==> config.mk <==
export PLATFORM = sky130hd
export DESIGN_NAME = uart_rx_ctrl_flat
export DESIGN_NICKNAME = d
export VERILOG_FILES = /design/src/rtl/uart_rx_ctrl_if.sv /design/src/rtl/uart_rx_ctrl.sv /design/src/flat_wrapper.sv
export SDC_FILE = /design/constraint.sdc
export NUM_CORES = 1
export LEC_CHECK = 0
export BUFFER_PORTS_ARGS = -buffer_cell sky130_fd_sc_hd__buf_2
export CAP_MARGIN = 15
export CORE_MARGIN = 2
export CORE_UTILIZATION = 55
export CTS_BUF_LIST = sky130_fd_sc_hd__clkbuf_16
export DETAILED_ROUTE_END_ITERATION = 10
export GPL_ROUTABILITY_DRIVEN = 0
export GPL_TIMING_DRIVEN = 0
export PLACE_DENSITY = 0.73
export SLEW_MARGIN = 0
export SYNTH_ARGS = -nofsm -noshare
export SYNTH_HDL_FRONTEND = slang
export SYNTH_SLANG_ARGS = --single-unit
==> constraint.sdc <==
create_clock -name clk -period 7.11 [get_ports clk]
set_input_delay 0.3555 -clock clk [delete_from_list [all_inputs] [get_ports clk]]
set_output_delay 0.3555 -clock clk [all_outputs]
set_load 0.05 [all_outputs]
==> src/rtl/uart_rx_ctrl_if.sv <==
// Consumer-side byte stream of the UART receiver.
// master: drives m_data/m_valid, takes m_ready; slave: the reverse.
interface uart_rx_ctrl_if;
  logic [7:0] m_data;
  logic       m_valid;
  logic       m_ready;

  modport master (
    output m_data,
    output m_valid,
    input  m_ready
  );

  modport slave (
    input  m_data,
    input  m_valid,
    output m_ready
  );
endinterface

==> src/rtl/uart_rx_ctrl.sv <==
// 8N1 UART receiver: 16x oversampling FSM feeding a small byte FIFO.
// Ports: clk, rst_n, rxd in; m (byte stream), level, busy, frame_err, overrun out.
module uart_rx_ctrl #(
  parameter int DIV   = 27,
  parameter int DEPTH = 4
) (
  input  logic           clk,
  input  logic           rst_n,
  input  logic           rxd,
  uart_rx_ctrl_if.master m,
  output logic [4:0]     level,
  output logic           busy,
  output logic           frame_err,
  output logic           overrun
);

  localparam int          AW     = $clog2(DEPTH);
  localparam logic [15:0] DIV_M1 = 16'(DIV - 1);
  localparam logic [4:0]  FULL   = 5'(DEPTH);

  typedef enum logic [2:0] {
    IDLE,
    START,
    DATA,
    STOP,
    WAIT_HIGH
  } state_t;

  logic [1:0]  sync_q;
  logic        rxd_s;
  logic [15:0] div_q;
  logic        tick;

  state_t      state_q, state_d;
  logic [3:0]  sc_q, sc_d;
  logic [2:0]  idx_q, idx_d;
  logic [7:0]  sh_q, sh_d;
  logic        push;
  logic        ferr_d;

  logic [7:0]    mem [DEPTH];
  logic [AW-1:0] wp_q, rp_q;
  logic [4:0]    cnt_q;
  logic          full, pop, wr;

  assign rxd_s = sync_q[1];
  assign tick  = (div_q == DIV_M1);

  always_ff @(posedge clk or negedge rst_n) begin
    if (!rst_n) begin
      sync_q <= 2'b11;
      div_q  <= '0;
    end else begin
      sync_q <= {sync_q[0], rxd};
      div_q  <= tick ? '0 : div_q + 16'd1;
    end
  end

  always_ff @(posedge clk or negedge rst_n) begin
    if (!rst_n) begin
      state_q <= IDLE;
      sc_q    <= '0;
      idx_q   <= '0;
      sh_q    <= '0;
    end else begin
      state_q <= state_d;
      sc_q    <= sc_d;
      idx_q   <= idx_d;
      sh_q    <= sh_d;
    end
  end

  // sc counts oversample ticks; in DATA/STOP its 15->0
  // wrap lands on the middle of each bit.
  always_comb begin
    state_d = state_q;
    sc_d    = sc_q;
    idx_d   = idx_q;
    sh_d    = sh_q;
    push    = 1'b0;
    ferr_d  = 1'b0;
    if (tick) begin
      unique case (state_q)
        IDLE: begin
          if (!rxd_s) begin
            state_d = START;
            sc_d    = 4'd1;
          end
        end
        START: begin
          if (sc_q == 4'd8) begin
            sc_d = '0;
            if (!rxd_s) begin
              state_d = DATA;
              idx_d   = '0;
            end else begin
              state_d = IDLE;
            end
          end else begin
            sc_d = sc_q + 4'd1;
          end
        end
        DATA: begin
          sc_d = sc_q + 4'd1;
          if (sc_q == 4'd15) begin
            sh_d[idx_q] = rxd_s;
            idx_d       = idx_q + 3'd1;
            if (idx_q == 3'd7) state_d = STOP;
          end
        end
        STOP: begin
          sc_d = sc_q + 4'd1;
          if (sc_q == 4'd15) begin
            if (rxd_s) begin
              push    = 1'b1;
              state_d = IDLE;
            end else begin
              ferr_d  = 1'b1;
              state_d = WAIT_HIGH;
            end
          end
        end
        WAIT_HIGH: begin
          if (rxd_s) state_d = IDLE;
        end
        default: state_d = IDLE;
      endcase
    end
  end

  assign busy = (state_q != IDLE);

  assign m.m_valid = (cnt_q != 5'd0);
  assign m.m_data  = m.m_valid ? mem[rp_q] : 8'h00;
  assign level     = cnt_q;

  assign full = (cnt_q == FULL);
  assign pop  = m.m_valid & m.m_ready;
  // A pop in the same cycle frees the slot for a push into a full FIFO.
  assign wr   = push & (~full | pop);

  always_ff @(posedge clk) begin
    if (wr) mem[wp_q] <= sh_q;
  end

  always_ff @(posedge clk or negedge rst_n) begin
    if (!rst_n) begin
      wp_q      <= '0;
      rp_q      <= '0;
      cnt_q     <= '0;
      frame_err <= 1'b0;
      overrun   <= 1'b0;
    end else begin
      if (wr)  wp_q <= wp_q + AW'(1);
      if (pop) rp_q <= rp_q + AW'(1);
      unique case ({wr, pop})
        2'b10:   cnt_q <= cnt_q + 5'd1;
        2'b01:   cnt_q <= cnt_q - 5'd1;
        default: cnt_q <= cnt_q;
      endcase
      frame_err <= ferr_d;
      overrun   <= push & full & ~pop;
    end
  end

endmodule

==> src/flat_wrapper.sv <==
// flat-port wrapper written by rule: the top's interface ports become plain ports
module uart_rx_ctrl_flat 
#(
  parameter int DIV   = 27,
  parameter int DEPTH = 4
)
  (clk, rst_n, rxd, level, busy, frame_err, overrun, m_m_data, m_m_valid, m_m_ready);
  uart_rx_ctrl_if m_i ();
  input  logic clk;
  input  logic rst_n;
  input  logic rxd;
  output logic [4:0] level;
  output logic busy;
  output logic frame_err;
  output logic overrun;
  output wire logic [$bits(m_i.m_data)-1:0] m_m_data;
  output wire logic [$bits(m_i.m_valid)-1:0] m_m_valid;
  input wire logic [$bits(m_i.m_ready)-1:0] m_m_ready;
  assign m_m_data = m_i.m_data;
  assign m_m_valid = m_i.m_valid;
  assign m_i.m_ready = m_m_ready;
  uart_rx_ctrl #(.DIV(DIV), .DEPTH(DEPTH)) u_core (.clk(clk), .rst_n(rst_n), .rxd(rxd), .m(m_i), .level(level), .busy(busy), .frame_err(frame_err), .overrun(overrun));
endmodule
==> results of run 1 <==
-- per-layer routing --
metal	vias to the layer above	wire, microns	global-route usage, %
li1	1161	-	-
met1	1188	3080	26.4
met2	49	3160	30.3
met3	4	248	5.29
met4	0	38	6.93
met5	-	0	0
-- flip-flops by register name, indices dropped and copies added, names as in the netlist --
name	cells
u_core.mem	32
u_core.div_q	16
u_core.sh_q	8
u_core.level	5
u_core.sc_q	4
u_core.idx_q	3
u_core.state_q	3
u_core.rp_q	2
u_core.sync_q	2
u_core.wp_q	2
u_core.frame_err	1
u_core.overrun	1
-- per-stage QoR --
step                      utilization, %  setup WS [ns]  power (mW)  instance area (sq um)
after CTS                           65.0           3.95       0.931                   4180
after global routing                65.5           3.71       0.953                   4210
after global placement              60.7           4.00       0.498                   3900
after detailed placement            60.7           3.96       0.498                   3900
final                               65.5           3.94       0.927                   4210
after floorplan                        -           4.20       0.490                   3700
-- how the worst min path moves through the flow --
stage | startpoint | endpoint | slack [ns] | cells past startpoint
2_1_floorplan | rst_n | u_core.div_q[0] | 0.06 | 0
3_3_place_gp | u_core.sync_q[0] | u_core.sync_q[1] | 0.35 | 0
6_report | rxd | u_core.sync_q[0] | 0.13 | 1
5_1_grt | rxd | u_core.sync_q[0] | 0.12 | 1
3_5_place_dp | u_core.sync_q[0] | u_core.sync_q[1] | 0.35 | 0
4_1_cts | rxd | u_core.sync_q[0] | 0.12 | 1
-- placed cells by master (no fill, tap or decap), types with 3 or more instances in the layout --
master                      count
sky130_fd_sc_hd__dfrtp_1       45
sky130_fd_sc_hd__edfxtp_1      32
sky130_fd_sc_hd__nor2_1        26
sky130_fd_sc_hd__buf_2         20
sky130_fd_sc_hd__nand2_1       18
sky130_fd_sc_hd__nand3_1       15
sky130_fd_sc_hd__xnor2_1       13
sky130_fd_sc_hd__o21ai_0       11
sky130_fd_sc_hd__ha_1          11
sky130_fd_sc_hd__xor2_1        10
sky130_fd_sc_hd__inv_1          9
sky130_fd_sc_hd__nor2b_1        9
sky130_fd_sc_hd__clkbuf_16      9
sky130_fd_sc_hd__clkbuf_1       8
sky130_fd_sc_hd__mux4_2         8
sky130_fd_sc_hd__mux2_2         7
sky130_fd_sc_hd__nand4_1        6
sky130_fd_sc_hd__nor3_1         6
sky130_fd_sc_hd__or4_1          5
sky130_fd_sc_hd__nand2b_1       4
sky130_fd_sc_hd__or3_1          4
sky130_fd_sc_hd__nor4_1         4
sky130_fd_sc_hd__and2_1         4
sky130_fd_sc_hd__o31ai_1        4
sky130_fd_sc_hd__mux2i_1        4
sky130_fd_sc_hd__clkinv_1       4
sky130_fd_sc_hd__or2_2          3
sky130_fd_sc_hd__a21oi_1        3
sky130_fd_sc_hd__nand4b_1       3
sky130_fd_sc_hd__a22o_1         3
-- layout make-up --
| cell class | instances | area [sq um] | area share (%) |
|---|---|---|---|
| Multi-Input combinational cell | 202 | 1490 | 35.5 |
| Clock inverter | 7 | 56.3 | 1.34 |
| Tap cell | 77 | 96.3 | 2.29 |
| Buffer | 10 | 37.5 | 0.892 |
| Clock buffer | 9 | 225 | 5.35 |
| Inverter | 8 | 30.0 | 0.714 |
| Timing Repair Buffer | 22 | 130 | 3.09 |
| Sequential cell | 79 | 2140 | 50.8 |
-- logic make-up (layout without fill, tap and decap cells) --
kind of cell               Yosys count  after routing  synth area share, %
muxes                               19             19                 8.08
xor gates and xnor gates            23             23                 5.44
adders and majority gates           11             11                 3.72
DFF                                 79             79                 57.8
AOI/OAI and AO/OA                   29             29                 5.17
buffers and inverters               18             56                 1.83
and+or+nand+nor                    120            120                 17.9
-- power groups by stage --
stage,combinational [mW],clock [mW],sequential (mW)
final,0.0163,0.436,0.475
after global routing,0.0187,0.460,0.475
after CTS,0.0149,0.441,0.475
after detailed placement,0.0149,0,0.483
after global placement,0.0147,0,0.483
after floorplan,0.00673,0,0.483
-- worst reg2reg max path: cells and delay by family (launching register included) --
| family | cells | cell delay, ns |
|---|---|---|
| and+or+nand+nor | 6 | 1.70 |
| DFF | 1 | 0.40 |
| adders and majority gates | 2 | 0.38 |
| xor gates and xnor gates | 2 | 0.32 |
| AOI/OAI and AO/OA | 2 | 0.20 |
| buffers and inverters | 1 | 0.07 |
-- timing repair --
action                                 in CTS  in global routing
setup endpoints to repair                   0                  0
buffers inserted                            0                  0
endpoints found under the hold margin       0                 14
hold buffers                                0                  1
resized for setup                           0                  0
==> metrics.log, run 1 <==
[metrics] run status: completed
[metrics] max-capacitance violation count: 0
[metrics] start point of the critical path: u_core.div_q[0]
[metrics] fraction of the cycle the final worst path needs: between 40% and 50%
[metrics] cell depth of the worst setup path: 13
[metrics] library cell occupying the most area in the post-synthesis netlist: sky130_fd_sc_hd__dfrtp_1
[metrics] top-level port count: 21
[metrics] chip height: 86.0 microns
[metrics] proportion of power drawn by the clock network: a little under half
[metrics] total clock buffers created by CTS: 9
[metrics] highest attainable clock frequency: ~320 MHz
[metrics] worst-path cell chain: inv_1 > ha_1 > or4b_4 > nor3_2 > and4_1 > nor2_1 > xor2_1 > ha_1 > nor3_1 > and4b_1 > o21a_1 > a41oi_1 > xnor2_1
[metrics] Port Buf Inserts: 20
[metrics] share of total power in combinational logic: ~1.8%
[metrics] filler instances: a little under 500
[metrics] number of vias after detailed routing: between 2,000 and 2,500
[metrics] final setup violation count: 0
[metrics] leakage power summed over all cells: between 1.5 and 2 nW
[metrics] switching power: 0.183 mW
[metrics] required time reported for the critical path endpoint: ~7.3 ns
[metrics] main area contributors after synthesis: sky130_fd_sc_hd__dfrtp_1 30%, sky130_fd_sc_hd__edfxtp_1 26%, sky130_fd_sc_hd__mux4_2 4.9%
[metrics] start-to-end type of the worst setup path: flip-flop to flip-flop
[metrics] number of cell rows: 29
[metrics] path type of the worst min-delay path: primary input to flip-flop
[metrics] final std cells w/o fill: between 400 and 500
[metrics] total number of yosys warnings: 0
[metrics] nets@finish: 347
[metrics] Slew HR: ~40%
[metrics] WP data arrival: 3.39 ns
[metrics] Reg power frac: between 50% and 60%
[metrics] detailed-route wire length per cell: 15.8 microns
[metrics] worst-path cell with the longest stage delay: sky130_fd_sc_hd__or4b_4
[metrics] post-synthesis sequential element count: 79
[metrics] Synth Net Count: between 300 and 400
[metrics] largest net degree at the start of global routing: 48
[metrics] crit path buf inv count: 1
[metrics] cells on worst reg2reg path: 13
[metrics] startpoint of the lowest-slack register-to-register path: u_core.div_q[0]
[metrics] clock slew seen by the registers of the worst setup and hold paths: ~0.06 ns
[metrics] Total Neg Setup Slack: 0 ns
[metrics] power per cell area: approximately 220 nW/um^2
[metrics] standard cell core area: approximately 6400 sq um
[metrics] worst slew pin tran: 0.891 ns
[metrics] placed cell count: between 300 and 400
[metrics] Final min period: ~3.2 ns
[metrics] HPWL Detailed: approximately 4300 microns
[metrics] synthesized instance count: roughly 300
[metrics] Seq/Total Area, Yosys: between 50 and 60%
[metrics] area fraction of the dominant cell type after synthesis: a little under a third
[metrics] vias in the first global route: ~2,300
[metrics] Synth async-reset ratio: about three fifths
[metrics] RR Endpoint: u_core.level[4]
[metrics] Routed Wire Length: 6520 microns
[metrics] cell chosen for the clock root: sky130_fd_sc_hd__clkbuf_16
[metrics] buffer levels on the longest clock path: 2
[metrics] kind of capture point of the worst setup path: flip-flop
[metrics] CP endpoint: u_core.level[4]
[metrics] wire length of the first global-routing pass: about 11,000 microns
[metrics] element type at the critical path start: flip-flop
[metrics] post-synthesis to final-layout area growth: 13.7%
[metrics] post-synthesis cell type count: between 40 and 50
[metrics] final hold violation count: 0
[metrics] cell type group with the largest total delay on the critical path: simple AND/OR/NAND/NOR gates
[metrics] source-to-sink clock delay at the later pin of the worst-skew pair: around 0.34 ns
[metrics] cell-internal power: around 0.74 mW
[metrics] post-detailed-route count of antenna-violating nets: 0
[metrics] post-route worst hold slack: 0.129 ns
[metrics] Mapped Area: between 3000 and 4000 sq um
[metrics] grt total ovfl: 0
[metrics] number of clock sinks seen by CTS: just under 80
[metrics] share of layout cells above drive strength 1: 16.9%
[metrics] number of detailed-route iterations in the first pass: 5
[metrics] share of total power consumed by net switching: 19.7%
[metrics] setup clock skew after layout: around 0.014 ns
[metrics] GR Util All Layers: 19.4%
[metrics] Max IR drop VDD: about 0.00017 V
[metrics] Primary FF master, synth: sky130_fd_sc_hd__dfrtp_1
[metrics] count of flip-flops with a built-in enable after synthesis: 32
[metrics] worst stage delay on the critical path: about 0.47 ns
[metrics] # H-tree levels: 3
[metrics] number of inserted diodes: 0
[metrics] starting utilization of the core area: ~58%
[metrics] slack of the worst reg-to-reg path: slightly below 4 ns
[metrics] list of most frequent post-synthesis cells: 45 x sky130_fd_sc_hd__dfrtp_1, 32 x sky130_fd_sc_hd__edfxtp_1, 26 x sky130_fd_sc_hd__nor2_1
[metrics] drt initial violations: between 150 and 200
[metrics] Synth Area per Inst: between 10 and 15 sq um
[metrics] unrepaired setup endpoints after global routing: false
[metrics] TritonCTS clock tree: done
[metrics] die boundary width: 86.0 microns
[metrics] ratio of routed vias to standard cells: between 5 and 6
[metrics] CP most frequent cell: sky130_fd_sc_hd__ha_1
[metrics] antenna violations before repair: 0
[metrics] max-slew violation count: 0
[metrics] most common cell in the netlist: sky130_fd_sc_hd__dfrtp_1
[metrics] die footprint: about 7400 sq um
[metrics] largest driver fanout on the critical path: 7
[metrics] count of unresolved DRC violations after routing: 0
No activity file was read; power rests on OpenSTA's default activity.
==> run 2: changes to the inputs <==
--- a/config.mk
+++ b/config.mk
@@ -8,12 +8,12 @@
 export BUFFER_PORTS_ARGS = -buffer_cell sky130_fd_sc_hd__buf_2
 export CAP_MARGIN = 15
 export CORE_MARGIN = 2
-export CORE_UTILIZATION = 55
+export CORE_UTILIZATION = 54
 export CTS_BUF_LIST = sky130_fd_sc_hd__clkbuf_16
 export DETAILED_ROUTE_END_ITERATION = 10
 export GPL_ROUTABILITY_DRIVEN = 0
 export GPL_TIMING_DRIVEN = 0
-export PLACE_DENSITY = 0.73
+export PLACE_DENSITY = 0.75
 export SLEW_MARGIN = 0
 export SYNTH_ARGS = -nofsm -noshare
 export SYNTH_HDL_FRONTEND = slang
==> constraint.sdc (replaced) <==
create_clock -name clk -period 2.76 [get_ports clk]
set_input_delay 0.138 -clock clk [delete_from_list [all_inputs] [get_ports clk]]
set_output_delay 0.138 -clock clk [all_outputs]
set_load 0.05 [all_outputs]
==> run 2 against run 1 <==
  * Cell area increased by 3.5%
  * Global-route usage decreased by 0.41 points
  * Clock power increased to 2.5 times the previous value
  * Sequential power increased to 2.6 times the previous value
  * Combinational power increased to 2.7 times the previous value
  * Non-clock buffer count increased by 10
  * Power increased to 2.6 times the previous value
  * First-iteration DRC count decreased by 22%
  * Final cell count increased by 3.1%
  * Critical path type unchanged
  * Highest routed layer unchanged
==> metrics.log, run 2 (synthesized netlist as in run 1, its figures left out) <==
[metrics] run status: completed
[metrics] max FFs per register: 32
[metrics] fraction of the cycle the final worst path needs: between 90% and 100%
[metrics] element type at the critical path start: flip-flop
[metrics] start-to-end type of the worst setup path: flip-flop to flip-flop
[metrics] hold wc startpoint: m_m_ready
[metrics] post-synthesis to final-layout area growth: 17.8%
[metrics] cells on worst reg2reg path: 7
[metrics] worst-path cell chain: inv_1 > ha_1 > or4b_4 > or3_1 > or4_4 > a21oi_4 > and2_4
[metrics] detailed-route wire length per cell: around 16 microns
[metrics] kind of capture point of the worst setup path: flip-flop
[metrics] cell area after layout: about 4400 sq um
[metrics] worst stage delay on the critical path: roughly 0.49 ns
[metrics] largest reg by FF count: u_core.mem
[metrics] sum of internal, switching and leakage power: 2.38 mW
[metrics] grt total ovfl: 0
[metrics] startpoint of the lowest-slack register-to-register path: u_core.div_q[0]
[metrics] standard cell core area: 6720 sq um
[metrics] biggest registers after layout: u_core.mem x32, u_core.div_q x16, u_core.sh_q x8
[metrics] buffer levels on the longest clock path: 2
[metrics] ratio of routed vias to standard cells: between 5 and 6
[metrics] max-capacitance violation count: 0
[metrics] leakage power summed over all cells: approximately 1.9 nW
[metrics] Placed Instance Area: ~4000 sq um
[metrics] vias in the first global route: 2,317
[metrics] die boundary width: between 80 and 90 microns
[metrics] slack of the worst reg-to-reg path: just over 0.1 ns
[metrics] placed cell count: 399
[metrics] source-to-sink clock delay at the later pin of the worst-skew pair: around 0.33 ns
[metrics] crit path buf inv count: 1
[metrics] clock slew seen by the registers of the worst setup and hold paths: roughly 0.060 ns
[metrics] number of cells on the worst hold path: 3
[metrics] starting utilization of the core area: 55.1%
[metrics] Slew HR: 48.6%
[metrics] antenna violations before repair: 0
[metrics] share of total power consumed by net switching: between 10% and 20%
[metrics] count of unresolved DRC violations after routing: 0
[metrics] cell chosen for the clock root: sky130_fd_sc_hd__clkbuf_16
[metrics] number of cell rows: 30
[metrics] die footprint: between 7000 and 8000 sq um
[metrics] largest driver fanout on the critical path: 8
[metrics] Total Neg Setup Slack: 0 ns
[metrics] number of inserted diodes: 0
[metrics] worst slew pin tran: 0.772 ns
[metrics] number of vias after detailed routing: 2,445
[metrics] post-detailed-route count of antenna-violating nets: 0
[metrics] setup clock skew after layout: ~0.0047 ns
[metrics] required time reported for the critical path endpoint: approximately 2.8 ns
[metrics] HPWL Detailed: ~4300 microns
[metrics] share of layout cells above drive strength 1: a little under a quarter
[metrics] number of detailed-route iterations in the first pass: 4
[metrics] final setup violation count: 0
[metrics] number of clock sinks seen by CTS: just under 80
[metrics] largest net degree at the start of global routing: between 40 and 50
[metrics] Reg power frac: 51.4%
[metrics] switching power: ~0.46 mW
[metrics] wire length of the first global-routing pass: 11,000 microns
[metrics] top-level port count: 21
[metrics] cell-internal power: about 1.9 mW
[metrics] # H-tree levels: 3
[metrics] Max IR drop VDD: 0.000340 V
[metrics] nets@finish: between 300 and 400
[metrics] Final min period: 2.66 ns
[metrics] most used cells in the layout excluding fill and tap cells: 44 x sky130_fd_sc_hd__dfrtp_1, 32 x sky130_fd_sc_hd__edfxtp_1, 26 x sky130_fd_sc_hd__nor2_1
[metrics] path type of the worst min-delay path: primary input to flip-flop
[metrics] total clock buffers created by CTS: 9
[metrics] chip height: between 80 and 90 microns
[metrics] WP data arrival: 2.69 ns
[metrics] end point of the most critical hold path: u_core.rp_q[1]
[metrics] Routed Wire Length: 6690 microns
[metrics] Core Util, Final: between 60% and 70%
[metrics] highest attainable clock frequency: 376 MHz
[metrics] TritonCTS clock tree: done
[metrics] proportion of power drawn by the clock network: about 47%
[metrics] most common cell after layout, fill and taps aside: sky130_fd_sc_hd__dfrtp_1
[metrics] power per cell area: 546 nW/um^2
[metrics] share of total power in combinational logic: between 1.5 and 2%
[metrics] GR Util All Layers: between 10% and 20%
[metrics] drt initial violations: roughly 130
[metrics] Port Buf Inserts: 20
[metrics] final std cells w/o fill: 427
[metrics] RR Endpoint: u_core.mem[2][6]
[metrics] cell type group with the largest total delay on the critical path: simple AND/OR/NAND/NOR gates
[metrics] worst-path cell with the longest stage delay: sky130_fd_sc_hd__or4b_4
[metrics] max-slew violation count: 0
[metrics] final hold violation count: 0
==> run 2: cell count changes in the layout (fill, tap and decap cells not counted), sizes merged <==
cell,before,now
dlygate4sd3,1,2
buf,23,32
clkinv,4,5
clkinvlp,1,0
==> run 2: worst max-delay path by stage <==
| stage | startpoint | to | cells past startpoint | slack (ns) |
|---|---|---|---|---|
| after global placement | u_core.div_q[0] | u_core.mem[0][3] | 7 | -0.31 |
| after global routing | u_core.level[1] | u_core.level[4] | 11 | -0.006 |
| after CTS | u_core.level[1] | u_core.level[4] | 11 | 0.003 |
| after floorplan | u_core.div_q[0] | u_core.mem[0][0] | 7 | -0.01 |
| final | u_core.div_q[0] | u_core.mem[2][6] | 7 | 0.10 |
| after detailed placement | u_core.div_q[0] | u_core.mem[0][3] | 7 | -0.32 |
==> run 2: area by class of cell <==
type | count | area (sq um)
Clock inverter | 7 | 56.3
Fill cell | 476 | 2360
Clock buffer | 9 | 225
Buffer | 10 | 37.5
Inverter | 8 | 30.0
Sequential cell | 79 | 2140
Timing Repair Buffer | 32 | 208
Multi-Input combinational cell | 202 | 1560
Tap cell | 80 | 100
==> run 2: metrics by stage <==
step | hold WS (ns) | setup WS [ns]
5_1_grt | 0.155 | -0.00623
3_3_place_gp | 0.243 | -0.306
4_1_cts | 0.0188 | 0.00329
3_5_place_dp | 0.256 | -0.316
2_1_floorplan | -0.158 | -0.0149
6_report | 0.137 | 0.102
==> run 2: tightest hold or removal path, stage by stage <==
cell and delay [ns]:
sky130_fd_sc_hd__buf_2 0.14, sky130_fd_sc_hd__nand3_1 0.09, sky130_fd_sc_hd__xnor2_1 0.06
==> run 2: power groups by stage <==
stage | clock network, mW | registers (mW) | logic, mW
finish | 1.11 | 1.22 | 0.0440
floorplan | 0 | 1.24 | 0.0174
global placement | 0 | 1.25 | 0.0375
global route | 1.18 | 1.22 | 0.0500
detailed placement | 0 | 1.25 | 0.0384
CTS | 1.13 | 1.22 | 0.0399
==> run 2: layer usage <==
metal,wire length [microns],GRT usage (%)
met1,3080,24.7
met2,3210,30.6
met3,243,4.29
met4,165,8.66
met5,0,0
==> run 2: what timing repair did <==
item	4_1_cts	5_1_grt
setup endpoints to repair	35	4
gates resized for setup	13	5
pin swaps	4	3
setup buffers	4	5
hold buffers	1	1
hold endpoints to repair	1	45
==> run 3: changes to the inputs <==
--- a/config.mk
+++ b/config.mk
@@ -14,6 +14,7 @@
 export GPL_ROUTABILITY_DRIVEN = 0
 export GPL_TIMING_DRIVEN = 0
 export PLACE_DENSITY = 0.75
+export RECOVER_POWER = 50
 export SLEW_MARGIN = 0
 export SYNTH_ARGS = -nofsm -noshare
 export SYNTH_HDL_FRONTEND = slang
==> run 3 against run 2 <==
  * Fmax is essentially flat
  * Clock power about the same
  * Combinational power fell by 6.8%
  * Largest cell class unchanged
  * Highest routed layer unchanged
==> metrics.log, run 3 (synthesized netlist as in run 1, its figures left out) <==
[metrics] Port Buf Inserts: 20
[metrics] routing usage on met2: 30.6%
[metrics] post-synthesis to final-layout area growth: 17.2%
[metrics] crit path buf inv count: 1
[metrics] vias in the first global route: approximately 2,300
[metrics] most used cells in the layout excluding fill and tap cells: 44 x sky130_fd_sc_hd__dfrtp_1, 32 x sky130_fd_sc_hd__edfxtp_1, 26 x sky130_fd_sc_hd__nor2_1
[metrics] worst-path cell with the longest stage delay: sky130_fd_sc_hd__or4b_4
[metrics] top-level port count: 21
[metrics] count of unresolved DRC violations after routing: 0
[metrics] post-detailed-route count of antenna-violating nets: 0
[metrics] met3 Use GR: approximately 4.3%
[metrics] source-to-sink clock delay at the later pin of the worst-skew pair: around 0.33 ns
[metrics] max FFs per register: 32
[metrics] buffer levels on the longest clock path: 2
[metrics] start-to-end type of the worst setup path: flip-flop to flip-flop
[metrics] Routed Wire Length: ~6700 microns
[metrics] slack of the worst reg-to-reg path: roughly 0.10 ns
[metrics] worst slew pin tran: 1.01 ns
[metrics] most common cell after layout, fill and taps aside: sky130_fd_sc_hd__dfrtp_1
[metrics] final setup violation count: 0
[metrics] required time reported for the critical path endpoint: between 2 and 3 ns
[metrics] TritonCTS clock tree: done
[metrics] number of vias after detailed routing: 2,453
[metrics] HPWL Detailed: 4330 microns
[metrics] cell chosen for the clock root: sky130_fd_sc_hd__clkbuf_16
[metrics] drt initial violations: approximately 120
[metrics] grt total ovfl: 0
[metrics] GRT met1 Usage: between 20% and 30%
[metrics] die boundary width: ~87 microns
[metrics] kind of capture point of the worst setup path: flip-flop
[metrics] antenna violations before repair: 0
[metrics] number of clock sinks seen by CTS: a little under 80
[metrics] standard cell core area: ~6700 sq um
[metrics] Slew HR: between 30% and 40%
[metrics] element type at the critical path start: flip-flop
[metrics] worst-path cell chain: inv_1 > ha_1 > or4b_4 > or3_1 > or4_4 > a21oi_4 > and2_4
[metrics] worst stage delay on the critical path: approximately 0.49 ns
[metrics] path type of the worst min-delay path: primary input to flip-flop
[metrics] number of detailed-route iterations in the first pass: 4
[metrics] final hold violation count: 0
[metrics] hold wc startpoint: m_m_ready
[metrics] highest-utilization routing layer at the global route stage: met2
[metrics] Core Util, Final: between 60% and 70%
[metrics] power per cell area: roughly 550 nW/um^2
[metrics] # H-tree levels: 3
[metrics] wire length of the first global-routing pass: around 11,000 microns
[metrics] final std cells w/o fill: 427
[metrics] number of cell rows: 30
[metrics] Final min period: roughly 2.7 ns
[metrics] cell type group with the largest total delay on the critical path: simple AND/OR/NAND/NOR gates
[metrics] leakage power summed over all cells: between 1.5 and 2 nW
[metrics] share of layout cells above drive strength 1: 22.5%
[metrics] biggest registers after layout: u_core.mem x32, u_core.div_q x16, u_core.sh_q x8
[metrics] GR Util All Layers: a little under a fifth
[metrics] largest net degree at the start of global routing: 48
[metrics] Max IR drop VDD: between 0.0003 and 0.0004 V
[metrics] number of inserted diodes: 0
[metrics] largest reg by FF count: u_core.mem
[metrics] WP data arrival: roughly 2.7 ns
[metrics] sum of internal, switching and leakage power: 2.38 mW
[metrics] die footprint: about 7500 sq um
[metrics] nets@finish: 357
[metrics] max-slew violation count: 0
[metrics] fraction of the cycle the final worst path needs: a little under 100%
[metrics] run status: completed
[metrics] start point of the critical path: u_core.div_q[0]
[metrics] largest driver fanout on the critical path: 8
[metrics] ratio of routed vias to standard cells: between 5 and 6
[metrics] total clock buffers created by CTS: 9
[metrics] highest attainable clock frequency: approximately 380 MHz
[metrics] clock slew seen by the registers of the worst setup and hold paths: around 0.06 ns
[metrics] starting utilization of the core area: 55.1%
[metrics] detailed-route wire length per cell: between 15 and 20 microns
[metrics] placed cell count: between 300 and 400
[metrics] max-capacitance violation count: 0
[metrics] chip height: 86.8 microns
[metrics] startpoint of the lowest-slack register-to-register path: u_core.div_q[0]
[metrics] setup clock skew after layout: 0.00475 ns
[run 3: final timing paths]
kind / end / depth (start not counted)
worst max-delay path: u_core.mem[2][6] / 7
worst min-delay path: u_core.rp_q[1] / 3
worst max register to register: u_core.mem[2][6] / 7
worst min register to register: u_core.sync_q[1] / 0
max in group asynchronous: u_core.level[1] / 3
min in group asynchronous: u_core.level[0] / 2
[run 3: per-layer routing]
metal / up-vias / wire (microns) / part of all wire, %
met3: 16 / 245 / 3.7
met1: 1203 / 3060 / 46
met2: 48 / 3230 / 48
li1: 1186 / - / -
met5: - / 0 / 0
met4: 0 / 165 / 2.5
[run 3: worst register-to-register path, cell delays in order, from the launching register on]
cell and delay (ns):
sky130_fd_sc_hd__dfrtp_1 0.37, sky130_fd_sc_hd__inv_1 0.06, sky130_fd_sc_hd__ha_1 0.14, sky130_fd_sc_hd__or4b_4 0.49
sky130_fd_sc_hd__or3_1 0.38, sky130_fd_sc_hd__or4_4 0.48, sky130_fd_sc_hd__a21oi_4 0.20, sky130_fd_sc_hd__and2_4 0.26
[run 3: final cells by class]
cell class / instances / area (sq um)
Tap cell: 80 / 100
Buffer: 10 / 37.5
Fill cell: 480 / 2380
Clock inverter: 7 / 56.3
Sequential cell: 79 / 2140
Timing Repair Buffer: 32 / 189
Inverter: 8 / 30.0
Multi-Input combinational cell: 202 / 1560
Clock buffer: 9 / 225
[run 3: timing repair]
action                                  4_1_cts  5_1_grt
hold endpoints to repair                      1       45
pin swaps                                     4        3
buffers inserted                              4        5
endpoints found under the setup margin       35        4
hold buffers                                  1        1
gates resized for setup                      13        5
[run 3: stage by stage]
| stage | setup TNS (ns) | hold slack (ns) | setup slack, ns | instance area (sq um) |
|---|---|---|---|---|
| floorplan | -0.477 | -0.158 | -0.0149 | 3710 |
| global placement | -9.41 | 0.243 | -0.306 | 3910 |
| detailed placement | -10.19 | 0.256 | -0.316 | 3910 |
| CTS | 0 | 0.0188 | 0.00329 | 4260 |
| global route | -0.00623 | 0.155 | -0.00623 | 4340 |
| finish | 0 | 0.137 | 0.101 | 4340 |
[run 3: power by group]
| part | internal [mW] | switching (mW) |
|---|---|---|
| Combinational | 0.0108 | 0.0302 |
| Clock | 0.685 | 0.429 |
| Sequential | 1.22 | 0.00311 |
| Total | 1.92 | 0.462 |
